### config.mk
export PLATFORM = sky130hd
export DESIGN_NAME = pio_frac_clock_divider
export DESIGN_NICKNAME = d
export VERILOG_FILES = /design/src/rtl/pio_frac_clock_divider.sv
export SDC_FILE = /design/constraint.sdc
export NUM_CORES = 1
export LEC_CHECK = 0
export CAP_MARGIN = 20
export CORE_UTILIZATION = 58
export DETAILED_ROUTE_END_ITERATION = 16
export GPL_TIMING_DRIVEN = 0
export HOLD_SLACK_MARGIN = 0.06
export PLACE_DENSITY = 0.94
export SLEW_MARGIN = 20
export SYNTH_ARGS = -nofsm -noshare
export SYNTH_HDL_FRONTEND = slang
export SYNTH_SLANG_ARGS = --single-unit
### constraint.sdc
create_clock -name clock -period 5.8 [get_ports clock]
set_clock_uncertainty 0.05 [all_clocks]
set_input_delay 1.74 -clock clock [delete_from_list [all_inputs] [get_ports clock]]
set_output_delay 1.74 -clock clock [all_outputs]
set_load 0.01 [all_outputs]
### src/rtl/pio_frac_clock_divider.sv
// Multi-channel fractional clock-enable generator: each channel emits a one-cycle
// tick at an average rate of clock / (D + div_frac/2^FRAC_W).
module pio_frac_clock_divider #(
  parameter int NUM_CH = 4,
  parameter int INT_W  = 16,
  parameter int FRAC_W = 8
) (
  input  logic                     clock,
  input  logic                     reset,
  input  logic [NUM_CH-1:0]        enable_i,
  input  logic [NUM_CH-1:0]        restart_i,
  input  logic [NUM_CH*INT_W-1:0]  div_int_i,
  input  logic [NUM_CH*FRAC_W-1:0] div_frac_i,
  output logic [NUM_CH-1:0]        tick_o
);

  localparam logic [INT_W-1:0] INT_ONE = {{(INT_W-1){1'b0}}, 1'b1};
  localparam logic [INT_W:0]   CNT_ONE = {{INT_W{1'b0}}, 1'b1};

  for (genvar gi = 0; gi < NUM_CH; gi++) begin : g_ch
    logic [INT_W:0]    cnt_q, cnt_d;
    logic [FRAC_W-1:0] acc_q, acc_d;
    logic              tick_q, tick_d;
    logic [INT_W-1:0]  div_int_ch;
    logic [INT_W-1:0]  div_m1;
    logic [FRAC_W-1:0] div_frac_ch;
    logic [FRAC_W:0]   frac_sum;
    logic [INT_W:0]    reload;

    assign div_int_ch  = div_int_i[gi*INT_W +: INT_W];
    assign div_frac_ch = div_frac_i[gi*FRAC_W +: FRAC_W];
    assign frac_sum    = {1'b0, acc_q} + {1'b0, div_frac_ch};
    // div_int==0 wraps to all-ones here, i.e. D-1 = 2^INT_W - 1
    assign div_m1      = div_int_ch - INT_ONE;
    assign reload      = {1'b0, div_m1} + {{INT_W{1'b0}}, frac_sum[FRAC_W]};

    always_comb begin
      cnt_d  = cnt_q;
      acc_d  = acc_q;
      tick_d = 1'b0;
      if (restart_i[gi]) begin
        cnt_d = '0;
        acc_d = '0;
      end else if (enable_i[gi]) begin
        if (cnt_q == '0) begin
          tick_d = 1'b1;
          cnt_d  = reload;
          acc_d  = frac_sum[FRAC_W-1:0];
        end else begin
          cnt_d = cnt_q - CNT_ONE;
        end
      end
    end

    always_ff @(posedge clock) begin
      if (reset) begin
        cnt_q  <= '0;
        acc_q  <= '0;
        tick_q <= 1'b0;
      end else begin
        cnt_q  <= cnt_d;
        acc_q  <= acc_d;
        tick_q <= tick_d;
      end
    end

    assign tick_o[gi] = tick_q;
  end

endmodule
# Yosys cells after proc, flatten, opt, wreduce, memory -nomap -nowiden
# Cells that the tools add are included.
[word_totals]
reg_bits = 104
in_bits = 106
wordCells = 56
[op_classes]
add_sub_neg = 16
muxes = 8
bitwise = 4
n_reduce_logical = 16
[ops]
columns = ["cell", "count"]
rows = [
  ["$add A16 B1 Y17", 4],
  ["$logic_not A17 Y1", 4],
  ["$mux W17", 4],
  ["$sub A17 B1 Y17 const B", 4],
  ["$sub A16 B1 Y16 const B", 4],
  ["$add A8 B8 Y9", 4],
  ["$reduce_or A3 Y1", 4],
  ["$reduce_and A2 Y1", 4],
  ["$reduce_or A2 Y1", 4],
  ["$mux W1", 4],
  ["$not A1 Y1", 4],
]

# Logic depth before layout (Yosys ltp)
# Gate-level depths: netlist of the first run.
[logic_depth]
depth_word = 3
mapped_depth = 17

# Least setup slack after synthesis of the first run
# OpenSTA, ideal clock, no wires.
[synth_path]
kind = "input to register"
startpoint = "input port div_frac_i[0]"
endpoint = "register g_ch[0].cnt_q[12]"
setup_ns = 0.117
arrival_time_ns = 4.532
path_slack_ns = 1.101
stages = 17
n_path_buf = 1
cell_sequence = "ha_1 -> fa_1 -> a21o_1 -> a21oi_1 -> o21bai_1 -> a21oi_1 -> nor2b_1 -> o21ai_0 -> nand2b_1 -> ha_1 -> ha_1 -> o21ai_0 -> o21ba_2 -> buf_2 -> a31oi_1 -> mux2i_1 -> nand2_1"
[synth_via]
elab_chain_len = 3
[synth_lines]
columns = ["item", "line_no", "text"]
rows = [
  ["start, declared", "13", "input logic [NUM_CH*FRAC_W-1:0] div_frac_i,"],
  ["$add A8 B8 Y9", "32", "assign frac_sum = {1'b0, acc_q} + {1'b0, div_frac_ch};"],
  ["$add A16 B1 Y17", "35", "assign reload = {1'b0, div_m1} + {{INT_W{1'b0}}, frac_sum[FRAC_W]};"],
  ["$mux W17", "45", "if (cnt_q == '0) begin"],
  ["end signal, assigned", "61", "cnt_q <= cnt_d;"],
  ["end, declared", "21", "logic [INT_W:0] cnt_q, cnt_d;"],
]
# No other way between the ends.
# A chain may end at the register's enable or synchronous reset.

# Final worst setup path of the first run
# Ends and elaborated chain as after synthesis.

==> results of run 1 <==
==> final timing paths <==
check / startpoint / endpoint / slack, ns / cells past startpoint
worst max-delay path: div_frac_i[0] / g_ch[0].cnt_q[12] / 0.59 / 18
worst min-delay path: g_ch[3].acc_q[4] / g_ch[3].acc_q[4] / 0.41 / 2
worst max register to register: g_ch[0].acc_q[0] / g_ch[0].cnt_q[12] / 2.09 / 17
worst min register to register: g_ch[3].acc_q[4] / g_ch[3].acc_q[4] / 0.41 / 2
==> stage by stage <==
stage                     cell area [um2]  instances  setup slack, ns  total power, W  hold slack [ns]
after global routing                10890       1599           0.3192        0.002854           0.4273
after global placement              10600       1583           0.3432        0.002018           0.3919
after CTS                           10890       1599           0.6148        0.002666           0.4065
final                               10890       1599           0.5909        0.002687           0.4061
after floorplan                      9413       1275            1.101        0.001750           0.3856
after detailed placement            10600       1583           0.2612        0.002061           0.3988
==> state kept, by name (all words and copies together) (netlist names) <==
name,flops
g_ch.cnt_q,68
g_ch.acc_q,32
g_ch.tick_q,4
==> layout by cell type (no fill, tap or decap), types with 8 or more instances in the layout <==
cell type        count
nand2_1            113
xor2_1              25
or3_1               27
clkdlybuf4s50_1     92
ha_1                48
inv_1               42
or2_2               13
clkbuf_1            54
nand4_1             14
and3_1              17
a31oi_1             16
nor4_1              33
a211oi_1            27
nor3_1              59
mux2i_1             19
or4_1               16
a21oi_1             99
nor2_1             111
xnor2_1             88
nor2b_1             16
o21ai_0             80
a21o_1              11
nand2b_1            17
clkbuf_16            9
nand3_1             53
o211ai_1             8
o31ai_1             12
dfxtp_1            104
==> area by class of cell <==
class / count / share of cell area
clock inverters: 4 / 0.004138
clock buffers: 12 / 0.02172
repair buffers: 92 / 0.08460
plain buffers: 70 / 0.02989
inverters: 43 / 0.01483
multi-input cells: 1058 / 0.6287
flip-flops and latches: 104 / 0.1913
well taps: 216 / 0.02483
==> per-layer routing <==
layer,track usage,part of all wire
met5,0,0
met1,0.3578,0.43
met2,0.5041,0.49
met3,0.03303,0.056
met4,0.1163,0.022
==> cell families (layout without fill, tap and decap cells) <==
family / count (synthesis) / in the layout / synth area share
buffers and inverters: 113 / 221 / 0.05171
DFF: 104 / 104 / 0.2212
xor gates and xnor gates: 113 / 113 / 0.1051
and+or+nand+nor: 539 / 539 / 0.3027
AOI/OAI and AO/OA: 332 / 332 / 0.2232
adders and majority gates: 52 / 52 / 0.07231
muxes: 22 / 22 / 0.02379
==> critical path: stages <==
cell and delay, ns:
clkdlybuf4s50_1 0.40, ha_1 0.23, fa_1 0.41, a21o_1 0.17
a21oi_1 0.24, o21bai_1 0.09, a21oi_1 0.24, nor2b_1 0.07
o21ai_0 0.14, nand2b_1 0.13, ha_1 0.22, ha_1 0.21
o21ai_0 0.23, o21ba_2 0.23, buf_2 0.16, a31oi_1 0.23
mux2i_1 0.20, nand2_1 0.06
==> power by group <==
part | internal [W] | switching, W | total, W
Sequential | 0.000788 | 0.0000643 | 0.000852
Combinational | 0.000489 | 0.000744 | 0.00123
Clock | 0.000333 | 0.000268 | 0.000602
Total | 0.00161 | 0.00108 | 0.00269
==> results.cfg, run 1 <==
[outcome]
status = finished clean

[global_routing]
gr-usage-all-layers = 0.2874
grt-ovfl-total = 0
grt_max_degree = 16
antenna_found_initial = 0
grt_pass1_vias = 9001
grt_pass1_wl_um = 39740

[clock_network]
clock-sinks = 104
clk_path_buf_depth = 2
cts-resized-gates = 0
hold_buffers = 0
clk_pin_slew_ns = 0.07
cts_buffers = 9
cts_root_buffer = clkbuf_16
post_cts_buffers = 0
clk_latency_ns = 0.36
cts_tree = built
htreeDepth = 3

[timing]
post-route-min-period_ns = 5.209
setup_viol = 0
fin_crit_sh = 0.8981
hold_viol_final = 0
worstMarginPinSlew_ns = 1.037
drv_slew = 0
max_freq_mhz = 192.0
setup_tns_ns = 0
max_slew_margin = 0.3071
rsz0062_at_grt = no

[logic_synthesis]
ys_top_cells_by_area = dfxtp_1, xnor2_1, ha_1
ys_seq_area_frac = 0.2212
syn_area_um2 = 9413
synth_edf_count = 0
yosysUniqueCellTypes = 83
yosysTopAreaCell = dfxtp_1
synth-async-reset-ratio = 0
synth.most_common_cell = nand2_1
syn_nets = 1433
synth_ff_type = dfxtp_1
ys_ff_latch = 104
postSynthAreaPerCell_um2 = 7.383
yosysWarnings = 0
synth_common_cells = nand2_1, nor2_1, dfxtp_1, a21oi_1, xnor2_1
synthCells = 1275
synth_top_area_share = 0.2212

[detailed_routing]
antenna_left = 0
wl_um = 24010
wl_per_cell_um = 15.02
drtPass1Iterations = 6
vias = 9884
via_per_inst = 6.181
drc = 0
drt_iter0_markers = 892

[critical_path]
critPathLaunchType = input port
arrival_ns = 5.41
critPathKind = input port to register
worstPathMaxFanout = 7
endpoint_kind = register
cp.required_ns = 6.01

[placed_design]
routabilityCongestion = 0.9228
numPortBuffers = 92
hpwl_um = 17960

[job]
max_cap_viol_count = 0

[die]
start_util = 0.5925
num_io_pins = 110
dieArea_um2 = 16740
coreArea_um2 = 15890
die_h_um = 129.4
core.rowCount = 46
fp.dieW_um = 129.4

[finish]
fin_util = 0.6853
regArea_um2 = 2082
drive_above_1_share = 0.04989
antenna_cells = 0
final_net_count = 1536
fillers = 1315
multiInputGateArea_um2 = 6844
syn_to_final_growth_pct = 15.64

[power_and_ir_drop]
ir_worst_vdd_mv = 0.1417
power_density_nw_per_um2 = 246.8
p_leak_nw = 4.022

[worst_hold_path]
hp-class = register to register
(Power assumes the default switching activity.)
==> run 2: changes to the inputs <==
--- a/config.mk
+++ b/config.mk
@@ -6,11 +6,11 @@
 export NUM_CORES = 1
 export LEC_CHECK = 0
 export CAP_MARGIN = 20
-export CORE_UTILIZATION = 58
+export CORE_UTILIZATION = 55
 export DETAILED_ROUTE_END_ITERATION = 16
 export GPL_TIMING_DRIVEN = 0
-export HOLD_SLACK_MARGIN = 0.06
-export PLACE_DENSITY = 0.94
+export HOLD_SLACK_MARGIN = 0.12
+export PLACE_DENSITY = 0.91
 export SLEW_MARGIN = 20
 export SYNTH_ARGS = -nofsm -noshare
 export SYNTH_HDL_FRONTEND = slang
==> run 2 against run 1 <==
Sequential power hardly changed. Final area is essentially flat. Via count shrank 0.68%. Utilization down 3.1 points. Global-route usage fell by 1.9 points. Clock-buffer cell count down 1. Critical endpoint unchanged.
==> results.cfg, run 2 (synthesis gave the netlist of run 1 again) <==
[clock_network]
post_cts_buffers = 0
htreeDepth = 3
clk_latency_ns = 0.37
clk_pin_slew_ns = 0.08
hold_buffers = 0
clk_path_buf_depth = 2
cts_tree = built
cts_root_buffer = clkbuf_16
cts-resized-gates = 0
clock-sinks = 104
cts_buffers = 9

[finish]
syn_to_final_growth_pct = 15.63
fillers = 1456
final_cell_mix = nand2_1, nor2_1, dfxtp_1
top_register = g_ch.cnt_q
drive_above_1_share = 0.05134
final_net_count = 1536
largest_reg_flops = 68
largest_registers = g_ch.cnt_q (68), g_ch.acc_q (32), g_ch.tick_q (4)
antenna_cells = 0
layout_commonest_cell = nand2_1

[worst_hold_path]
holdPathStages = 2
hp-class = register to register
hold_start = g_ch[1].acc_q[3]
min_delay_worst_endpoint = g_ch[1].acc_q[3]

[global_routing]
met1_usage = 0.3359
grt_use_met3 = 0.03027
gr-usage-all-layers = 0.2688
grt_max_degree = 17
busiest_layer = met2
grt_pass1_wl_um = 40070
grt_pass1_vias = 8994
grt-ovfl-total = 0
grt_use_met2 = 0.4663
antenna_found_initial = 0

[detailed_routing]
drtPass1Iterations = 6
via_per_inst = 6.124
antenna_left = 0
drt_iter0_markers = 843
vias = 9817
wl_per_cell_um = 14.90
drc = 0
wl_um = 23880

[die]
num_io_pins = 110
dieArea_um2 = 17640
die_h_um = 132.8
start_util = 0.5656
coreArea_um2 = 16640
core.rowCount = 47
fp.dieW_um = 132.8

[timing]
hold_viol_final = 0
max_freq_mhz = 193.1
fin_crit_sh = 0.8929
rsz0062_at_grt = no
worstMarginPinSlew_ns = 0.9518
max_slew_margin = 0.3565
setup_viol = 0
post-route-min-period_ns = 5.179
setup_tns_ns = 0
drv_slew = 0

[critical_path]
worstPathMaxFanout = 7
cp.required_ns = 6.01
reg2reg_slack_ns = 2.12
critPathLaunchType = input port
r2r_cells = 17
endpoint_kind = register
critPathKind = input port to register
worstReg2RegStart = g_ch[0].acc_q[0]
r2r-end = g_ch[0].cnt_q[12]
arrival_ns = 5.39

[placed_design]
hpwl_um = 17960
numPortBuffers = 92
routabilityCongestion = 0.9207

[power_and_ir_drop]
power_density_nw_per_um2 = 245.7
ir_worst_vdd_mv = 0.1914
total_power_w = 0.002674
p_leak_nw = 4.009

[outcome]
status = finished clean

[job]
max_cap_viol_count = 0
==> run 2: changes by cell type in the layout (fill, tap and decap cells not counted) <==
cell        delta
clkinvlp_4     +3
clkbuf_1       -2
clkbuf_8       +1
clkinv_2       -1
bufinv_16      -1
==> run 2: worst max-delay path: stages <==
cell and delay [ns]:
clkdlybuf4s50_1 0.41, ha_1 0.23, fa_1 0.41, a21o_1 0.18, a21oi_1 0.23, o21bai_1 0.09
a21oi_1 0.24, nor2b_1 0.07, o21ai_0 0.14, nand2b_1 0.12, ha_1 0.22, ha_1 0.20
o21ai_0 0.21, o21ba_2 0.23, buf_2 0.16, a31oi_1 0.23, mux2i_1 0.21, nand2_1 0.06
==> run 2: metal layers <==
| layer | vias up | wire length, um |
|---|---|---|
| li1 | 4878 | - |
| met1 | 4526 | 10520 |
| met2 | 367 | 11550 |
| met3 | 46 | 1272 |
| met4 | 0 | 538 |
| met5 | - | 0 |
==> run 2: final cells by class <==
class / count / area, um2 / area share
clock inverter: 5 / 32.53 / 0.002989
tap: 220 / 275.3 / 0.02529
buffer: 70 / 325.3 / 0.02989
clock buffer: 11 / 242.7 / 0.02230
sequential: 104 / 2082 / 0.1913
inverter: 43 / 161.4 / 0.01483
timing repair buffer: 92 / 920.9 / 0.08461
multi-input combinational: 1058 / 6844 / 0.6288
==> run 2: worst max-delay path by stage <==
stage	end	slack, ns	startpoint
2_1_floorplan	g_ch[0].cnt_q[12]	1.10	div_frac_i[0]
3_3_place_gp	g_ch[0].cnt_q[12]	0.32	div_frac_i[0]
3_5_place_dp	g_ch[0].cnt_q[12]	0.24	div_frac_i[0]
4_1_cts	g_ch[0].cnt_q[12]	0.61	div_frac_i[0]
5_1_grt	g_ch[0].cnt_q[12]	0.35	div_frac_i[0]
6_report	g_ch[0].cnt_q[12]	0.62	div_frac_i[0]
==> run 2: metrics by stage <==
| stage | cells | worst slack [ns] | utilization | instance area (um2) | hold slack, ns |
|---|---|---|---|---|---|
| after floorplan | 1275 | 1.101 | - | 9413 | 0.3856 |
| after global placement | 1587 | 0.3194 | 0.6375 | 10610 | 0.3916 |
| after detailed placement | 1587 | 0.2426 | 0.6375 | 10610 | 0.4037 |
| after CTS | 1603 | 0.6138 | 0.6540 | 10880 | 0.4108 |
| after global routing | 1603 | 0.3453 | 0.6540 | 10880 | 0.4283 |
| final | 1603 | 0.6210 | 0.6540 | 10880 | 0.4099 |
==> run 2: report_power, final <==
part / internal (W) / leakage, nW / switching, W
Combinational: 0.000489 / 3.04 / 0.000745
Sequential: 0.000787 / 0.845 / 0.0000641
Clock: 0.000302 / 0.128 / 0.000287
==> run 3: changes to the inputs <==
--- a/config.mk
+++ b/config.mk
@@ -7,6 +7,7 @@
 export LEC_CHECK = 0
 export CAP_MARGIN = 20
 export CORE_UTILIZATION = 55
+export CTS_CLUSTER_SIZE = 8
 export DETAILED_ROUTE_END_ITERATION = 16
 export GPL_TIMING_DRIVEN = 0
 export HOLD_SLACK_MARGIN = 0.12
==> results of run 3 <==
Same layout as run 2: the final DEF is identical, and so are final timing and power.
